### src/rtl/scan_decoder_pkg.sv
// Shared mode encodings and controller state type for the scanning one-hot decoder.
package scan_decoder_pkg;

  localparam logic [1:0] MODE_DIRECT  = 2'b00;
  localparam logic [1:0] MODE_SCAN_UP = 2'b01;
  localparam logic [1:0] MODE_SCAN_DN = 2'b10;
  localparam logic [1:0] MODE_HOLD    = 2'b11;

  typedef enum logic [1:0] {
    ST_IDLE   = 2'b00,
    ST_DIRECT = 2'b01,
    ST_SCAN   = 2'b10,
    ST_HOLD   = 2'b11
  } state_t;

endpackage

### src/rtl/onehot_dec.sv
// Combinational binary-to-one-hot decoder.
module onehot_dec #(
  parameter int unsigned SEL_W = 4
) (
  input  logic [SEL_W-1:0]    idx,
  output logic [2**SEL_W-1:0] vec
);

  always_comb begin
    vec      = '0;
    vec[idx] = 1'b1;
  end

endmodule

### src/rtl/scan_decoder.sv
// One-hot output decoder with direct select, timed up/down scanning and hold.
module scan_decoder
  import scan_decoder_pkg::*;
#(
  parameter int unsigned SEL_W   = 4,
  parameter int unsigned OUT_W   = 2**SEL_W,
  parameter int unsigned DWELL_W = 8
) (
  input  logic               clk,
  input  logic               rst,
  input  logic               en,
  input  logic [1:0]         mode,
  input  logic [SEL_W-1:0]   sel,
  input  logic [DWELL_W-1:0] dwell,
  input  logic [SEL_W-1:0]   last,
  output logic [OUT_W-1:0]   out,
  output logic [SEL_W-1:0]   idx,
  output logic               valid,
  output logic               wrap
);

  state_t             state, state_d;
  logic [DWELL_W-1:0] cnt, cnt_d, cnt_cur;
  logic [SEL_W-1:0]   idx_d;
  logic               wrap_d;
  logic [OUT_W-1:0]   dec_vec, out_d;

  // State register
  always_ff @(posedge clk) begin
    if (rst) state <= ST_IDLE;
    else     state <= state_d;
  end

  // Next state: en low wins over mode
  always_comb begin
    state_d = ST_IDLE;
    if (en) begin
      case (mode)
        MODE_DIRECT:                 state_d = ST_DIRECT;
        MODE_SCAN_UP, MODE_SCAN_DN:  state_d = ST_SCAN;
        default:                     state_d = ST_HOLD;
      endcase
    end
  end

  // Next index, dwell count and wrap; a fresh scan entry starts counting from zero
  always_comb begin
    idx_d   = idx;
    cnt_d   = cnt;
    wrap_d  = 1'b0;
    cnt_cur = (state == ST_SCAN) ? cnt : '0;
    case (state_d)
      ST_IDLE: cnt_d = '0;
      ST_DIRECT: begin
        idx_d = sel;
        cnt_d = '0;
      end
      ST_SCAN: begin
        if (cnt_cur >= dwell) begin
          cnt_d = '0;
          if (mode == MODE_SCAN_UP) begin
            if (idx >= last) begin
              idx_d  = '0;
              wrap_d = 1'b1;
            end else begin
              idx_d = SEL_W'(idx + 1'b1);
            end
          end else begin
            if (idx == '0) begin
              idx_d  = last;
              wrap_d = 1'b1;
            end else if (idx > last) begin
              idx_d = last;
            end else begin
              idx_d = SEL_W'(idx - 1'b1);
            end
          end
        end else begin
          cnt_d = DWELL_W'(cnt_cur + 1'b1);
        end
      end
      default: ;
    endcase
  end

  onehot_dec #(.SEL_W(SEL_W)) u_dec (
    .idx (idx_d),
    .vec (dec_vec)
  );

  assign out_d = (state_d == ST_IDLE) ? '0 : dec_vec;

  // Registered datapath and outputs
  always_ff @(posedge clk) begin
    if (rst) begin
      cnt   <= '0;
      idx   <= '0;
      out   <= '0;
      valid <= 1'b0;
      wrap  <= 1'b0;
    end else begin
      cnt   <= cnt_d;
      idx   <= idx_d;
      out   <= out_d;
      valid <= |out_d;
      wrap  <= wrap_d;
    end
  end

endmodule

### config.mk
export PLATFORM = sky130hd
export DESIGN_NAME = scan_decoder
export DESIGN_NICKNAME = d
export VERILOG_FILES = /design/src/rtl/scan_decoder_pkg.sv /design/src/rtl/onehot_dec.sv /design/src/rtl/scan_decoder.sv
export SDC_FILE = /design/constraint.sdc
export NUM_CORES = 1
export LEC_CHECK = 0
export BUFFER_PORTS_ARGS = -buffer_cell sky130_fd_sc_hd__buf_2
export CORE_MARGIN = 10
export CORE_UTILIZATION = 60
export DETAILED_ROUTE_END_ITERATION = 16
export PLACE_DENSITY = 0.95
export SYNTH_ARGS = -nofsm -noshare
export SYNTH_HDL_FRONTEND = slang
export SYNTH_HIERARCHICAL = 1
export SYNTH_SLANG_ARGS = --single-unit
### constraint.sdc
create_clock -name clk -period 8.9 [get_ports clk]
set_input_delay 2.225 -clock clk [delete_from_list [all_inputs] [get_ports clk]]
set_output_delay 2.225 -clock clk [all_outputs]
set_load 0.01 [all_outputs]
==> results of run 1 <==
-- synthesized netlist by cell type, types with 4 or more instances --
cell type	count
sky130_fd_sc_hd__dfxtp_1	32
sky130_fd_sc_hd__inv_1	25
sky130_fd_sc_hd__and2_1	23
sky130_fd_sc_hd__nand2_1	22
sky130_fd_sc_hd__ha_1	21
sky130_fd_sc_hd__a21oi_1	13
sky130_fd_sc_hd__nor2_1	7
sky130_fd_sc_hd__nand3_1	6
sky130_fd_sc_hd__nand4_1	6
sky130_fd_sc_hd__nor4_1	6
sky130_fd_sc_hd__o211ai_1	6
sky130_fd_sc_hd__nand2b_1	5
sky130_fd_sc_hd__nor3_1	5
sky130_fd_sc_hd__and4b_1	4
sky130_fd_sc_hd__and4bb_1	4
sky130_fd_sc_hd__buf_4	4
sky130_fd_sc_hd__buf_6	4
sky130_fd_sc_hd__nor4b_2	4
sky130_fd_sc_hd__o21ai_0	4
-- metal layers --
layer / GRT usage (%) / vias to the layer above
li1: - / 1016
met1: 16.85 / 950
met3: 4.367 / 6
met2: 26.46 / 73
met5: 0 / -
met4: 5.612 / 0
-- final cells by class --
class                   count  area, µm²
flip-flops and latches     32      640.6
multi-input cells         189       1446
well taps                  48      60.06
fillers                   297       1095
clock buffers               6      72.57
inverters                  25      93.84
clock inverters             2      35.03
repair buffers             43      217.7
-- critical path: cells and delay by family --
| family | cells | cell delay, ns |
|---|---|---|
| buffers and inverters | 2 | 0.13 |
| adder cells (fa/ha/maj) | 2 | 0.76 |
| AND/OR/NAND/NOR | 3 | 0.84 |
| AO/OA/AOI/OAI | 5 | 1.44 |
-- sequential cells by signal, summed over array words and instances, names as in the netlist --
signal / flops
wrap: 1
cnt: 8
idx: 4
valid: 1
out: 16
state: 2
-- final timing paths --
path | from | endpoint | cells past startpoint
setup / recovery | mode[0] | valid | 12
hold / removal | cnt[4] | cnt[4] | 2
setup reg to reg | state[1] | valid | 11
hold reg to reg | cnt[4] | cnt[4] | 2
-- power groups by stage --
stage / Sequential [µW] / Combinational (µW) / Clock (µW)
after global placement: 154 / 67.8 / 0
after global routing: 151 / 79.3 / 145
after detailed placement: 154 / 70.4 / 0
after floorplan: 154 / 54.2 / 0
after CTS: 151 / 70.9 / 139
final: 151 / 71.3 / 137
-- kinds of logic (layout without fill, tap and decap cells) --
group,after synthesis,after routing
AOI/OAI and AO/OA,52,52
buffers and inverters,38,76
DFF,32,32
and+or+nand+nor,112,112
muxes,1,1
xor gates and xnor gates,3,3
adders and majority gates,21,21
-- per-stage QoR --
stage / hold slack (ns) / instance area (µm²) / utilization, % / cells / power, µW
after CTS: 0.4788 / 2566 / 70.10 / 345 / 360.4
after detailed placement: 0.4630 / 2459 / 67.16 / 337 / 224.3
after floorplan: 0.4376 / 2278 / - / 259 / 208.5
final: 0.4827 / 2566 / 70.10 / 345 / 359.4
after global routing: 0.4964 / 2566 / 70.10 / 345 / 375.8
after global placement: 0.4520 / 2459 / 67.16 / 337 / 221.7
-- cells in the final DEF (no fill, tap or decap), drive strengths merged, types with 5 or more instances in the layout --
| cell type | count |
|---|---|
| a21oi | 13 |
| and2 | 23 |
| and4bb | 6 |
| buf | 43 |
| clkbuf | 6 |
| dfxtp | 32 |
| ha | 21 |
| inv | 25 |
| nand2 | 22 |
| nand2b | 5 |
| nand3 | 6 |
| nand4 | 6 |
| nor2 | 7 |
| nor3 | 5 |
| nor4 | 8 |
| nor4b | 6 |
| o211ai | 6 |
| o21ai | 5 |
==> metrics.json, run 1 <==
{
  "ctsHtreeMaxLevel": 2,
  "yosysUniqueCellTypes": 58,
  "cp_cell_sequence": "buf_2 > inv_1 > ha_1 > nand2b_1 > ha_1 > a31oi_1 > o41ai_1 > a311oi_2 > a21oi_1 > and4bb_2 > nor4_1 > a41oi_1",
  "cts-root-to-sink-buffers": 2,
  "synth_top_cell_by_area": "sky130_fd_sc_hd__dfxtp_1",
  "leakage_uw": 0.001193,
  "crit_required_ns": 9.04,
  "drv_slew": 0,
  "gr-total-overflow": 0,
  "initialDrtViolationCount": 67,
  "ctsResizeCount": 0,
  "detail_route.first_pass.iterations": 5,
  "via_count": 2045,
  "std_cell_rows": 22,
  "grt_usage_pct": 15.05,
  "core_area_um2": 3661,
  "dp_worst_setup_slack_ns": 3.405,
  "cp.arrival_ns": 5.40,
  "critical_path.max_fanout": 16,
  "drt_drc_violations_left": 0,
  "final-setup-viol-count": 0,
  "die_y_um": 81.62,
  "routabilityCongestion": 0.8977,
  "clock_sinks": 32,
  "synth_cells": 259,
  "fmax_mhz": 190.2,
  "cts_buf_count": 5,
  "tightestPinTransition_ns": 1.128,
  "critical_path_class": "in -> reg",
  "cts_tree": "done",
  "synthesis.yosys.warnings": 6,
  "antenna_cells_inserted": 0,
  "power_density_nw_per_um2": 140.1,
  "share_of_the_synthesized_area_in_compound_gates_ao_oa_aoi_oai_pct": 17.57,
  "finalCritPeriodShare_pct": 59.08,
  "num_io_pins": 43,
  "avgRoutedWirePerCell_um": 14.59,
  "post_synth_fa_ha_maj_area_fraction_pct": 11.53,
  "hold_buffers": 0,
  "cap_viol_max_count": 0,
  "worst_clock_skew_ns": 0.003836,
  "vias_per_cell": 5.928,
  "die_x_um": 81.62,
  "grt_pass1_vias": 1924,
  "synth.avg_cell_area_um2": 8.797,
  "final.min_clock_period_ns": 5.258,
  "ys_seq_area_share_pct": 28.12,
  "rsz0062_at_grt": "false",
  "area.growth.synth_to_final_pct": 12.63,
  "final_critical_path_setup_slack_ns": 3.642,
  "min_path_type": "reg -> reg",
  "detailroute.wirelength.met3_um": 389,
  "post_synth_instance_area_um2": 2278,
  "relSlewSlack_pct": 24.80,
  "share_seq_of_total_power_pct": 42.0,
  "yosys-mux-area-fraction_pct": 0.4393,
  "clk_root_buffer_cell": "sky130_fd_sc_hd__clkbuf_8",
  "critical-path-max-stage-delay_ns": 0.88,
  "synth_top_cell_area_share_pct": 28.12,
  "initial_core_util_pct": 62.24,
  "critical_path_launch_point_type": "input port",
  "finalNetCount": 338,
  "power.ir.vdd_worst_uv": 96.16,
  "antenna_found_initial": 0,
  "ff2ff_setup_slack_ns": 4.96,
  "detailed_place_hpwl_mm": 3.884,
  "cts_setup_buffers": 0,
  "combinational_family_with_the_most_area_after_synthesis": "simple AND/OR/NAND/NOR gates",
  "power_switching_share_pct": 27.86,
  "synth_edf_count": 0,
  "drtAntennaViolNets": 0,
  "synth_simple_gate_area_share_pct": 32.78,
  "io_buffers": 42,
  "wire_length_of_the_first_global_routing_pass_mm": 8.128,
  "clk_pin_slew_worst_paths_ns": 0.07,
  "grt_start_max_net_pins": 20,
  "fraction_of_power_consumed_by_the_clock_network_pct": 38.2,
  "power.internal_uw": 259.3,
  "fin_setup_tns_ns": 0,
  "drive_above_1_share_pct": 22.90,
  "synth.net_count": 301,
  "clock_latency_ns": 0.28,
  "met2RoutedLength_mm": 2.379,
  "routedLengthMet1_mm": 2.206,
  "topRoutingLayerUsed": "met4",
  "crit_path_top_delay_cell": "sky130_fd_sc_hd__a21oi_1",
  "power.net_switching_uw": 100.1,
  "run_status": "finished, final reports clean",
  "critical_path_most_common_cell": "sky130_fd_sc_hd__ha_1",
  "hold_viol_final": 0,
  "endpoint_kind": "register",
  "asyncSetResetFlopFracSynth_pct": 0,
  "route.final.wire_length_mm": 5.033,
  "post_synth_xor_area_fraction_pct": 1.153,
  "die_area_um2": 6662,
  "power.share.combinational_pct": 19.8,
  "post_synth_main_area_contributors": "sky130_fd_sc_hd__dfxtp_1 28%, sky130_fd_sc_hd__ha_1 12%, sky130_fd_sc_hd__and2_1 6.3%, sky130_fd_sc_hd__inv_1 4.1%, sky130_fd_sc_hd__nand2_1 3.6%",
  "synthFlopType": "sky130_fd_sc_hd__dfxtp_1",
  "post_synthesis_register_bit_count": 32
}
(Power assumes the default switching activity.)
==> run 2, diff against run 1 <==
ABC_AREA = 1   (was default)
CORE_UTILIZATION = 55   (was 60)
PLACE_DENSITY = 0.91   (was 0.95)
clock period = 5.17 ns   (was 8.9 ns; I/O delays follow)
==> run 2 against run 1 <==
Sequential power up 76%; sequential share of layout area rose by 1.1 points; non-clock buffer count decreased by 1; largest cell class unchanged; global-route usage increased by 0.83 points; final cell count up 21%; count of clock-buffer cells in the layout unchanged; via count rose by 1.1%; sequential cell count unchanged; synthesized cell count increased by 25%; clock power increased by 70%.
==> metrics.json, run 2 <==
{
  "die_y": {"value": 81.79, "unit": "µm", "change": "was 81.62 µm"},
  "synthesis.yosys.warnings": {"value": 6, "change": "unchanged"},
  "rr_startpoint": {"value": "state[1]", "change": "unchanged"},
  "asyncSetResetFlopFracSynth": {"value": 0, "unit": "%", "change": "unchanged"},
  "critical_path_most_common_cell": {"value": "sky130_fd_sc_hd__inv_1", "change": "was sky130_fd_sc_hd__ha_1"},
  "grt_start_max_net_pins": {"value": 33, "change": "was 20"},
  "hold_viol_final": {"value": 0, "change": "unchanged"},
  "fmax_mhz": 296.9,
  "area.growth.synth_to_final": {"value": 17.04, "unit": "%", "change": "was 12.63%"},
  "max_flop_register": {"value": "out", "change": "unchanged"},
  "drive_above_1_share": {"value": 18.70, "unit": "%", "change": "was 22.90%"},
  "post_synth_instance_area": {"value": 2100, "unit": "µm²", "change": "was 2278 µm²"},
  "groute.layer.met1.usage": {"value": 17.08, "unit": "%", "change": "was 16.85%"},
  "endpoint_kind": {"value": "register", "change": "unchanged"},
  "worst_clock_skew": {"value": 0.005242, "unit": "ns", "change": "was 0.003836 ns"},
  "core_area": {"value": 3689, "unit": "µm²", "change": "was 3661 µm²"},
  "critical_path_launch_point_type": {"value": "input port", "change": "unchanged"},
  "synth.net_count": {"value": 366, "change": "was 301"},
  "groute.layer.met2.usage": {"value": 27.59, "unit": "%", "change": "was 26.46%"},
  "cp_cell_sequence": {"value": "buf_2 > inv_1 > ha_1 > nor2_1 > inv_1 > ha_1 > inv_1 > a21oi_1 > nand2_1 > nand2_1 > inv_1 > inv_1 > nand2_1 > nor2_1 > nand2_1 > nand4_1 > nor2_1 > a21oi_1", "change": "was buf_2 > inv_1 > ha_1 > nand2b_1 > ha_1 > a31oi_1 > o41ai_1 > a311oi_2 > a21oi_1 > and4bb_2 > nor4_1 > a41oi_1"},
  "cts_buf_count": {"value": 5, "change": "unchanged"},
  "layout.cells.most_common_list": {"value": "81 x sky130_fd_sc_hd__nand2_1, 59 x sky130_fd_sc_hd__nor2_1, 50 x sky130_fd_sc_hd__inv_1, 42 x sky130_fd_sc_hd__buf_2, 32 x sky130_fd_sc_hd__dfxtp_1", "change": "was 42 x sky130_fd_sc_hd__buf_2, 32 x sky130_fd_sc_hd__dfxtp_1, 25 x sky130_fd_sc_hd__inv_1, 23 x sky130_fd_sc_hd__and2_1, 22 x sky130_fd_sc_hd__nand2_1"},
  "post_synthesis_register_bit_count": {"value": 32, "change": "unchanged"},
  "finalCritPeriodShare_pct": 65.14,
  "detail_route.first_pass.iterations": {"value": 5, "change": "unchanged"},
  "antenna_cells_inserted": {"value": 0, "change": "unchanged"},
  "reg.largest.list": {"value": "out: 16 flops, cnt: 8 flops, idx: 4 flops", "change": "unchanged"},
  "num_io_pins": {"value": 43, "change": "unchanged"},
  "synth_cells": {"value": 324, "change": "was 259"},
  "cp.buffers_inverters": {"value": 6, "change": "was 2"},
  "cts_setup_buffers": {"value": 0, "change": "unchanged"},
  "synth.avg_cell_area": {"value": 6.480, "unit": "µm²", "change": "was 8.797 µm²"},
  "drv_slew": {"value": 0, "change": "unchanged"},
  "run_status": {"value": "finished, final reports clean", "change": "unchanged"},
  "yosysUniqueCellTypes": {"value": 25, "change": "was 58"},
  "antenna_found_initial": {"value": 0, "change": "unchanged"},
  "tightestPinTransition": {"value": 0.5750, "unit": "ns", "change": "was 1.128 ns"},
  "clock_sinks": {"value": 32, "change": "unchanged"},
  "clk_root_buffer_cell": {"value": "sky130_fd_sc_hd__clkbuf_8", "change": "unchanged"},
  "fin_worst_hold_slack": {"value": 0.4712, "unit": "ns", "change": "was 0.4827 ns"},
  "final.min_clock_period_ns": 3.368,
  "relSlewSlack": {"value": 61.67, "unit": "%", "change": "was 24.80%"},
  "numPlacedInstances": {"value": 409, "change": "was 337"},
  "std_cell_rows": {"value": 22, "change": "unchanged"},
  "final_cell_count_no_fill": {"value": 417, "change": "was 345"},
  "critical_path_class": {"value": "in -> reg", "change": "unchanged"},
  "crit_required": {"value": 5.37, "unit": "ns", "change": "was 9.04 ns"},
  "die_x": {"value": 81.79, "unit": "µm", "change": "was 81.62 µm"},
  "ctsHtreeMaxLevel": {"value": 2, "change": "unchanged"},
  "largest_register_ff_count": {"value": 16, "change": "unchanged"},
  "cap_viol_max_count": {"value": 0, "change": "unchanged"},
  "rsz0062_at_grt": {"value": "false", "change": "unchanged"},
  "drt_drc_violations_left": {"value": 0, "change": "unchanged"},
  "grt_usage": {"value": 15.88, "unit": "%", "change": "was 15.05%"},
  "fin_setup_tns": {"value": 0, "unit": "ns", "change": "unchanged"},
  "ff2ff_setup_slack": {"value": 2.39, "unit": "ns", "change": "was 4.96 ns"},
  "reg2regPathDepth": {"value": 20, "change": "was 11"},
  "route.final.wire_length": {"value": 4.993, "unit": "mm", "change": "was 5.033 mm"},
  "detailed_place.area": {"value": 2350, "unit": "µm²", "change": "was 2459 µm²"},
  "cp.arrival": {"value": 3.57, "unit": "ns", "change": "was 5.40 ns"},
  "busiest_layer": {"value": "met2", "change": "unchanged"},
  "timing.critical_path.max_delay_family": {"value": "simple AND/OR/NAND/NOR gates", "change": "was compound AO/OA/AOI/OAI gates"},
  "leakage": {"value": 0.001362, "unit": "µW", "change": "was 0.001193 µW"},
  "post_synth_main_area_contributors": {"value": "sky130_fd_sc_hd__dfxtp_1 31%, sky130_fd_sc_hd__nand2_1 14%, sky130_fd_sc_hd__ha_1 13%, sky130_fd_sc_hd__nor2_1 11%, sky130_fd_sc_hd__inv_1 8.9%", "change": "was sky130_fd_sc_hd__dfxtp_1 28%, sky130_fd_sc_hd__ha_1 12%, sky130_fd_sc_hd__and2_1 6.3%, sky130_fd_sc_hd__inv_1 4.1%, sky130_fd_sc_hd__nand2_1 3.6%"},
  "vias_per_cell": {"value": 4.959, "change": "was 5.928"},
  "most_instantiated_cells_after_synthesis": {"value": "81 x sky130_fd_sc_hd__nand2_1, 59 x sky130_fd_sc_hd__nor2_1, 50 x sky130_fd_sc_hd__inv_1", "change": "was 32 x sky130_fd_sc_hd__dfxtp_1, 25 x sky130_fd_sc_hd__inv_1, 23 x sky130_fd_sc_hd__and2_1"},
  "cts_tree": {"value": "done", "change": "unchanged"},
  "min_path_type": {"value": "reg -> reg", "change": "unchanged"},
  "n_fill_cell": {"value": 340, "change": "was 297"},
  "cts-root-to-sink-buffers": {"value": 2, "change": "unchanged"},
  "die_area": {"value": 6689, "unit": "µm²", "change": "was 6662 µm²"},
  "hold_buffers": {"value": 0, "change": "unchanged"},
  "hold_path_origin": {"value": "cnt[1]", "change": "was cnt[4]"},
  "critical_path.max_fanout": {"value": 8, "change": "was 16"},
  "synthFlopType": {"value": "sky130_fd_sc_hd__dfxtp_1", "change": "unchanged"},
  "ctsResizeCount": {"value": 0, "change": "unchanged"},
  "final_design_area_no_fill": {"value": 2457, "unit": "µm²", "change": "was 2566 µm²"},
  "final_common_cell": {"value": "sky130_fd_sc_hd__nand2_1", "change": "was sky130_fd_sc_hd__buf_2"},
  "multi_input_comb_area": {"value": 1214, "unit": "µm²", "change": "was 1446 µm²"},
  "detailed_place_hpwl": {"value": 3.843, "unit": "mm", "change": "was 3.884 mm"},
  "worst_r2r_endpoint": {"value": "valid", "change": "unchanged"},
  "yosys.cell_count.top_type": {"value": "sky130_fd_sc_hd__nand2_1", "change": "was sky130_fd_sc_hd__dfxtp_1"},
  "final-setup-viol-count": {"value": 0, "change": "unchanged"},
  "avgRoutedWirePerCell": {"value": 11.97, "unit": "µm", "change": "was 14.59 µm"},
  "crit_path_top_delay_cell": {"value": "sky130_fd_sc_hd__ha_1", "change": "was sky130_fd_sc_hd__a21oi_1"},
  "seq_area": {"value": 640.6, "unit": "µm²", "change": "unchanged"},
  "synth_edf_count": {"value": 0, "change": "unchanged"},
  "power_density": {"value": 275.9, "unit": "nW/µm²", "change": "was 140.1 nW/µm²"},
  "synth_top_cell_area_share": {"value": 30.51, "unit": "%", "change": "was 28.12%"},
  "drtAntennaViolNets": {"value": 0, "change": "unchanged"},
  "dp_worst_setup_slack": {"value": 1.577, "unit": "ns", "change": "was 3.405 ns"},
  "critical-path-max-stage-delay": {"value": 0.29, "unit": "ns", "change": "was 0.88 ns"},
  "final_critical_path_setup_slack": {"value": 1.802, "unit": "ns", "change": "was 3.642 ns"},
  "io_buffers": {"value": 42, "change": "unchanged"},
  "initial_core_util": {"value": 56.92, "unit": "%", "change": "was 62.24%"},
  "endpoint_with_the_worst_hold_slack": {"value": "cnt[1]", "change": "was cnt[4]"},
  "clock_latency": {"value": 0.28, "unit": "ns", "change": "about the same"},
  "met3_usage": {"value": 5.786, "unit": "%", "change": "was 4.367%"},
  "clk_pin_slew_worst_paths": {"value": 0.07, "unit": "ns", "change": "about the same"},
  "wire_length_of_the_first_global_routing_pass": {"value": 8.500, "unit": "mm", "change": "was 8.128 mm"},
  "ys_seq_area_share": {"value": 30.51, "unit": "%", "change": "was 28.12%"},
  "initialDrtViolationCount": {"value": 149, "change": "was 67"},
  "synth_top_cell_by_area": {"value": "sky130_fd_sc_hd__dfxtp_1", "change": "unchanged"},
  "hold_depth": {"value": 2, "change": "unchanged"},
  "gr-total-overflow": {"value": 0, "change": "unchanged"},
  "power.ir.vdd_worst": {"value": 247.3, "unit": "µV", "change": "was 96.16 µV"},
  "via_count": {"value": 2068, "change": "was 2045"},
  "routabilityCongestion": {"value": 0.9206, "change": "was 0.8977"},
  "grt_pass1_vias": {"value": 2017, "change": "was 1924"},
  "finalNetCount": {"value": 410, "change": "was 338"}
}
[run 2: changes by cell type after synthesis, moves of 5 or more]
cell and delta:
sky130_fd_sc_hd__and2_1 -23, sky130_fd_sc_hd__inv_1 +25, sky130_fd_sc_hd__inv_2 +10, sky130_fd_sc_hd__nand2_1 +59, sky130_fd_sc_hd__nand2b_1 -5, sky130_fd_sc_hd__nand3_1 +8
sky130_fd_sc_hd__nor2_1 +52, sky130_fd_sc_hd__nor4_1 -6, sky130_fd_sc_hd__o211ai_1 -6
[run 2: logic make-up after synthesis]
kind of cell,after synthesis,share of synthesized area (%)
buffers and inverters,65,11.68
DFF,32,30.51
and+or+nand+nor,175,35.64
xor gates and xnor gates,9,3.755
AOI/OAI and AO/OA,22,5.900
adders and majority gates,21,12.51
[run 2: worst min-delay path, cell delays in order (launching register included)]
cell,delay [ns]
sky130_fd_sc_hd__dfxtp_1,0.31
sky130_fd_sc_hd__nand2_1,0.06
sky130_fd_sc_hd__a21oi_1,0.06
[run 2: cell type report]
type,instances,share of cell area [%]
timing repair buffer,42,8.554
tap,48,2.444
sequential,32,26.07
clock buffer,6,2.953
multi-input combinational,227,49.39
inverter,60,9.165
clock inverter,2,1.426
[run 2: where the power goes]
part | total (µW) | switching [µW] | internal (µW)
Sequential | 266 | 7.49 | 258
Clock | 233 | 89.7 | 143
Combinational | 180 | 118 | 61.3
[run 2: stage by stage]
stage / util, % / power [µW]
2_1_floorplan: - / 399.8
3_3_place_gp: 63.70 / 441.1
3_5_place_dp: 63.70 / 447.3
4_1_cts: 66.62 / 682.1
5_1_grt: 66.62 / 722.4
6_report: 66.62 / 678.0
[run 2: routing by layer]
metal  wire (µm)  up-vias
li1            -     1082
met1        2077      910
met2        2430       62
met3         378       14
met4         105        0
met5           0        -
[run 2: worst max path at each step]
stage               depth (start not counted)  slack (ns)  endpoint    start
global placement                           18        1.72     valid  mode[1]
CTS                                        18        1.85     valid  mode[1]
detailed placement                         18        1.58     valid  mode[1]
floorplan                                  17        2.02     valid  mode[0]
finish                                     18        1.80     valid  mode[1]
global route                               18        1.57     valid  mode[1]
